==> src/rtl/match_evt_pkg.sv <==
// Shared types and sizing helpers for the match event counter.
// Imported by the stability filter and the counter top.
package match_evt_pkg;

    typedef enum logic [1:0] {
        IDLE,
        QUAL,
        ACTIVE
    } match_state_t;

    localparam int unsigned MIN_STAB_W = 1;

    // The stability counter only ever holds 0 .. STABLE_CYCLES-1.
    function automatic int unsigned stab_cnt_width(input int unsigned n);
        return (n <= 1) ? MIN_STAB_W : $clog2(n);
    endfunction

endpackage

==> src/rtl/stability_filter.sv <==
// Qualifies the match flag: emits a one-cycle pulse on the sample that completes
// STABLE_CYCLES consecutive high samples, then waits for the flag to drop.
module stability_filter
    import match_evt_pkg::*;
#(
    parameter int unsigned STABLE_CYCLES = 3
) (
    input  logic i_clk,
    input  logic i_rst,
    input  logic i_clear,
    input  logic i_en,
    input  logic i_match,
    output logic o_evt_pulse
);

    localparam int unsigned SCW = stab_cnt_width(STABLE_CYCLES);
    localparam logic [SCW-1:0] LAST_CNT = SCW'(STABLE_CYCLES - 1);

    match_state_t   r_state;
    match_state_t   w_state_d;
    logic [SCW-1:0] r_stab_cnt;
    logic [SCW-1:0] w_stab_cnt_d;

    always_ff @(posedge i_clk) begin
        if (i_rst) begin
            r_state    <= IDLE;
            r_stab_cnt <= '0;
        end else begin
            r_state    <= w_state_d;
            r_stab_cnt <= w_stab_cnt_d;
        end
    end

    always_comb begin
        w_state_d    = r_state;
        w_stab_cnt_d = r_stab_cnt;
        o_evt_pulse  = 1'b0;
        // Clear and disable both discard partial qualification and suppress the event.
        if (i_clear || !i_en) begin
            w_state_d    = IDLE;
            w_stab_cnt_d = '0;
        end else begin
            case (r_state)
                IDLE: begin
                    if (i_match) begin
                        if (STABLE_CYCLES == 1) begin
                            w_state_d    = ACTIVE;
                            w_stab_cnt_d = '0;
                            o_evt_pulse  = 1'b1;
                        end else begin
                            w_state_d    = QUAL;
                            w_stab_cnt_d = SCW'(1);
                        end
                    end
                end
                QUAL: begin
                    if (!i_match) begin
                        w_state_d    = IDLE;
                        w_stab_cnt_d = '0;
                    end else if (r_stab_cnt == LAST_CNT) begin
                        w_state_d    = ACTIVE;
                        w_stab_cnt_d = '0;
                        o_evt_pulse  = 1'b1;
                    end else begin
                        w_stab_cnt_d = r_stab_cnt + SCW'(1);
                    end
                end
                ACTIVE: begin
                    if (!i_match) begin
                        w_state_d    = IDLE;
                        w_stab_cnt_d = '0;
                    end
                end
                default: begin
                    w_state_d    = IDLE;
                    w_stab_cnt_d = '0;
                end
            endcase
        end
    end

endmodule

==> src/rtl/match_event_counter.sv <==
// Counts qualified match events in a saturating counter, publishes each on a
// valid/ready channel with a sticky drop flag, and pulses irq at THRESH.
module match_event_counter
    import match_evt_pkg::*;
#(
    parameter int unsigned STABLE_CYCLES = 3,
    parameter int unsigned CNT_W         = 8,
    parameter int unsigned THRESH        = 4
) (
    input  logic             i_clk,
    input  logic             i_rst,
    input  logic             i_en,
    input  logic             i_clear,
    input  logic             i_match_in,
    input  logic             i_evt_ready,
    output logic             o_evt_valid,
    output logic [CNT_W-1:0] o_evt_count,
    output logic [CNT_W-1:0] o_total_count,
    output logic             o_evt_drop,
    output logic             o_irq
);

    localparam logic [CNT_W-1:0] CNT_MAX    = {CNT_W{1'b1}};
    localparam logic [CNT_W-1:0] THRESH_VAL = CNT_W'(THRESH);

    logic             w_evt;
    logic             w_sat;
    logic             w_accept;
    logic [CNT_W-1:0] w_cnt_next;

    logic             r_evt_valid;
    logic [CNT_W-1:0] r_evt_count;
    logic [CNT_W-1:0] r_total_count;
    logic             r_evt_drop;
    logic             r_irq;

    stability_filter #(
        .STABLE_CYCLES (STABLE_CYCLES)
    ) u_stability_filter (
        .i_clk       (i_clk),
        .i_rst       (i_rst),
        .i_clear     (i_clear),
        .i_en        (i_en),
        .i_match     (i_match_in),
        .o_evt_pulse (w_evt)
    );

    assign w_sat      = (r_total_count == CNT_MAX);
    assign w_cnt_next = w_sat ? r_total_count : r_total_count + CNT_W'(1);
    assign w_accept   = r_evt_valid & i_evt_ready;

    always_ff @(posedge i_clk) begin
        if (i_rst) begin
            r_total_count <= '0;
            r_evt_valid   <= 1'b0;
            r_evt_count   <= '0;
            r_evt_drop    <= 1'b0;
            r_irq         <= 1'b0;
        end else if (i_clear) begin
            r_total_count <= '0;
            r_evt_valid   <= 1'b0;
            r_evt_drop    <= 1'b0;
            r_irq         <= 1'b0;
        end else begin
            r_irq <= 1'b0;
            if (w_evt) begin
                r_total_count <= w_cnt_next;
                // Counter only moves upward, so THRESH is reached by an increment once.
                if (!w_sat && (w_cnt_next == THRESH_VAL)) begin
                    r_irq <= 1'b1;
                end
                if (!r_evt_valid || w_accept) begin
                    r_evt_valid <= 1'b1;
                    r_evt_count <= w_cnt_next;
                end else begin
                    r_evt_drop <= 1'b1;
                end
            end else if (w_accept) begin
                r_evt_valid <= 1'b0;
            end
        end
    end

    assign o_evt_valid   = r_evt_valid;
    assign o_evt_count   = r_evt_count;
    assign o_total_count = r_total_count;
    assign o_evt_drop    = r_evt_drop;
    assign o_irq         = r_irq;

endmodule

==> config.mk <==
export PLATFORM = sky130hd
export DESIGN_NAME = match_event_counter
export DESIGN_NICKNAME = d
export VERILOG_FILES = /design/src/rtl/match_evt_pkg.sv /design/src/rtl/stability_filter.sv /design/src/rtl/match_event_counter.sv
export SDC_FILE = /design/constraint.sdc
export NUM_CORES = 1
export LEC_CHECK = 0
export CORE_AREA = 5 5 69 71
export CTS_CLUSTER_SIZE = 8
export DETAILED_ROUTE_END_ITERATION = 10
export DIE_AREA = 0 0 74 76
export GPL_TIMING_DRIVEN = 0
export HOLD_SLACK_MARGIN = 0.08
export SETUP_SLACK_MARGIN = 0.15
export SYNTH_ARGS = -nofsm -noshare
export SYNTH_HDL_FRONTEND = slang
export SYNTH_SLANG_ARGS = --single-unit
export TNS_END_PERCENT = 5
==> constraint.sdc <==
create_clock -name i_clk -period 2 [get_ports i_clk]
set_input_delay 0.3 -clock i_clk [delete_from_list [all_inputs] [get_ports i_clk]]
set_output_delay 0.3 -clock i_clk [all_outputs]
set_load 0.02 [all_outputs]
==> run metrics, run 1 <==
outcome=complete, no violations; Synth top area share=39.3%; Post-Syn Area=roughly 1200 sq um; first-pass GRT wire length=4570 um; WHS=485 ps; Critical Path End=o_total_count[3]$_SDFFE_PP0P_; GRT Overall Usage=9.94%; Cells after DPL=around 210; DIE AREA=5620 sq um; sequential cell area=roughly 470 sq um; Crit path depth=5; Syn Inst Count=136; drt drc=0; Layout Nets=172; CTS Buf Count=3; Crit path arrival time=between 1500 and 2000 ps; worst r2r src=o_total_count[0]$_SDFFE_PP0P_; top cells by area, synth=dfxtp_1, o22ai_1, xnor2_1; cell family contributing the most delay on the critical path=simple AND/OR/NAND/NOR gates; Clock Pin Slew Worst Setup and Hold Paths=80 ps; wire per inst=12.6 um; share of post-route cells with drive strength above 1=11.0%; PwrDens=roughly 500 nW/um^2; synth warn=0; total power=0.785 mW; Slowest-stage cell, CP=clkdlybuf4s50_1; CTS Hold Buffers Added=0; Worst Setup SP=i_match_in; die width=74 um; ys flop type=dfxtp_1; largest net degree at the start of global routing=13; setup TNS=0 ps; synth cell count leaders=dfxtp_1, nand2_1, nor2_1, a21oi_1, o21ai_0; WP data required=2200 ps; chip height=around 76 um; ant diodes=0; CTS tree=done; Place WS=-83.6 ps; top-count cell post-synth=dfxtp_1; Final Hold Fails=0; Post-synth ARST share=0%; DR vias=roughly 1000; Routed Antenna Nets=0; largest stage delay on the critical path=600 ps; Final Util=36.7%; initial core utilization=28.1%; maximum vdd drop=about 0.17 mV; Layout area overhead=30.5%; area of the multi-input gates=around 640 sq um; initial antenna violation count=0; Post-synth EDFFs=0; Setup Crit Path Kind=in -> reg; Slew @ Worst Pin=473 ps; crit end category=flop; fin. max-slew vios=0; Core Region=about 4200 sq um; row count=24; H-tree depth=1; hold crit path type=reg -> reg; grt total ovfl=0; drt pass-1 iters=4; Worst-Skew Late Latency=260 ps; fmax=564 MHz; Seq/Total Area, Yosys=39.3%; Worst Path Max Fanout=6; fin crit share=88.7%; top cell type by total area after synthesis=dfxtp_1; unrepaired setup endpoints after global routing=true; Design Area, Final=1530 sq um; I/O Pins=25; Detailed Route Iter0 Violations=56; vias per inst=4.82; worst setup margin=226 ps; Seq cells post-synth=23; final worst path period need=around 1800 ps; CTS max path bufs=2; crit-path cells=clkdlybuf4s50_1, nand4bb_4, or2_4, or4_1, a21oi_1; Clock Sinks=23; max capacitance violation total=0; RR Endpoint=o_total_count[5]$_SDFFE_PP0P_; Reg2Reg Depth=7; Placed Area=between 1000 and 1500 sq um; root buffer cell=clkbuf_8; Clock Skew=4.88 ps; Finished Layout Cells=roughly 220; Fillers=approximately 460; Final setup violation count=0; Synth cell types=between 40 and 50; syn nets=143; Crit path buffers/inverters=1; Routability Congestion=0.819; r2r setup slk=330 ps; slew margin rel.=68.2%; CP Launch Type=input pin; port bufs=24; final WL=2730 um; DP HPWL=approximately 2100 um; syn_area_per_cell=about 8.6 sq um; vias in the first global route=973; P_leak=around 0.55 nW
[where the power goes]
group          switching (mW)  total, mW  internal, mW
sequential            0.00173      0.459         0.457
combinational          0.0153     0.0345        0.0192
clock                   0.150      0.292         0.142
[worst reg2reg max path, cell delays in order (launching register included)]
cell and delay [ps]:
dfxtp_4 400, ha_1 150, clkbuf_2 170, nand3_1 120
or2_0 210, clkbuf_1 160, a41o_1 260, a21oi_1 130
[area by class of cell]
cell class | instances | share of cell area (%)
multi-input combinational | 99 | 42.1
sequential | 23 | 30.4
timing repair buffer | 24 | 15.7
tap | 52 | 4.25
buffer | 9 | 3.35
clock buffer | 4 | 2.94
inverter | 5 | 1.23
[per-layer routing]
| metal | wire [um] | part of all wire [%] | track usage [%] | up-vias |
|---|---|---|---|---|
| met3 | 122 | 4.5 | 2.51 | 4 |
| met4 | 43 | 1.6 | 3.26 | 0 |
| li1 | - | - | - | 546 |
| met1 | 1350 | 50 | 13.9 | 477 |
| met5 | 0 | 0 | 0 | - |
| met2 | 1210 | 44 | 14.7 | 15 |
[cells in the final DEF (no fill, tap or decap), drive strengths merged, types with 2 or more instances in the layout]
master         netlist  layout
clkdlybuf4s50        0      24
dfxtp               23      23
nand2               11      11
nor2                11      11
clkbuf               6      10
a21oi                8       8
o21ai                8       8
o22ai                7       7
nand3                6       6
nand2b               5       5
inv                  5       5
xnor2                5       5
and3                 4       4
nor3                 3       3
buf                  3       3
a311oi               3       3
or2                  3       3
mux2i                2       2
nor3b                2       2
o31ai                2       2
[worst min-delay path by stage]
stage                                            from                                       endpoint  slack [ps]  depth (start not counted)
after floorplan                                  i_en  u_stability_filter.r_stab_cnt[1]$_SDFFE_PP0P_         460                          2
after global placement        o_evt_drop$_SDFFE_PP0P_                        o_evt_drop$_SDFFE_PP0P_         460                          2
after detailed placement      o_evt_drop$_SDFFE_PP0P_                        o_evt_drop$_SDFFE_PP0P_         470                          2
after CTS                 o_evt_count[6]$_SDFFE_PP0P_                    o_evt_count[6]$_SDFFE_PP0P_         490                          2
after global routing      o_evt_count[6]$_SDFFE_PP0P_                    o_evt_count[6]$_SDFFE_PP0P_         520                          2
final                     o_evt_count[6]$_SDFFE_PP0P_                    o_evt_count[6]$_SDFFE_PP0P_         480                          2
[flip-flops by register name, summed over array words and instances, names as in the netlist]
name and count:
o_evt_count 8, o_total_count 8, u_stability_filter.r_stab_cnt 2, u_stability_filter.r_state 2, o_evt_drop 1, o_evt_valid 1
o_irq 1
[kinds of logic (layout without fill, tap and decap cells)]
logic type	count (synthesis)	after routing	synth area share, %
AND/OR/NAND/NOR	53	53	27.3
AO/OA/AOI/OAI	36	36	19.5
flip-flops	23	23	39.3
buffers and inverters	14	42	5.76
XOR/XNOR	6	6	4.48
adder cells (fa/ha/maj)	2	2	1.92
multiplexers	2	2	1.71
[repair_timing]
| item | 4_1_cts | 5_1_grt |
|---|---|---|
| endpoints found under the setup margin | 3 | 10 |
| gates resized for setup | 2 | 4 |
| setup buffers | 0 | 0 |
Note: power is estimated with default switching activity, not from simulation.
==> run 2, diff against run 1 <==
--- a/config.mk
+++ b/config.mk
@@ -10,8 +10,9 @@
 export DETAILED_ROUTE_END_ITERATION = 10
 export DIE_AREA = 0 0 74 76
 export GPL_TIMING_DRIVEN = 0
-export HOLD_SLACK_MARGIN = 0.08
+export HOLD_SLACK_MARGIN = 0.05
 export SETUP_SLACK_MARGIN = 0.15
+export SLEW_MARGIN = 10
 export SYNTH_ARGS = -nofsm -noshare
 export SYNTH_HDL_FRONTEND = slang
 export SYNTH_SLANG_ARGS = --single-unit
==> results of run 2 <==
The final DEF is identical to that of run 1; final timing and power are the same.
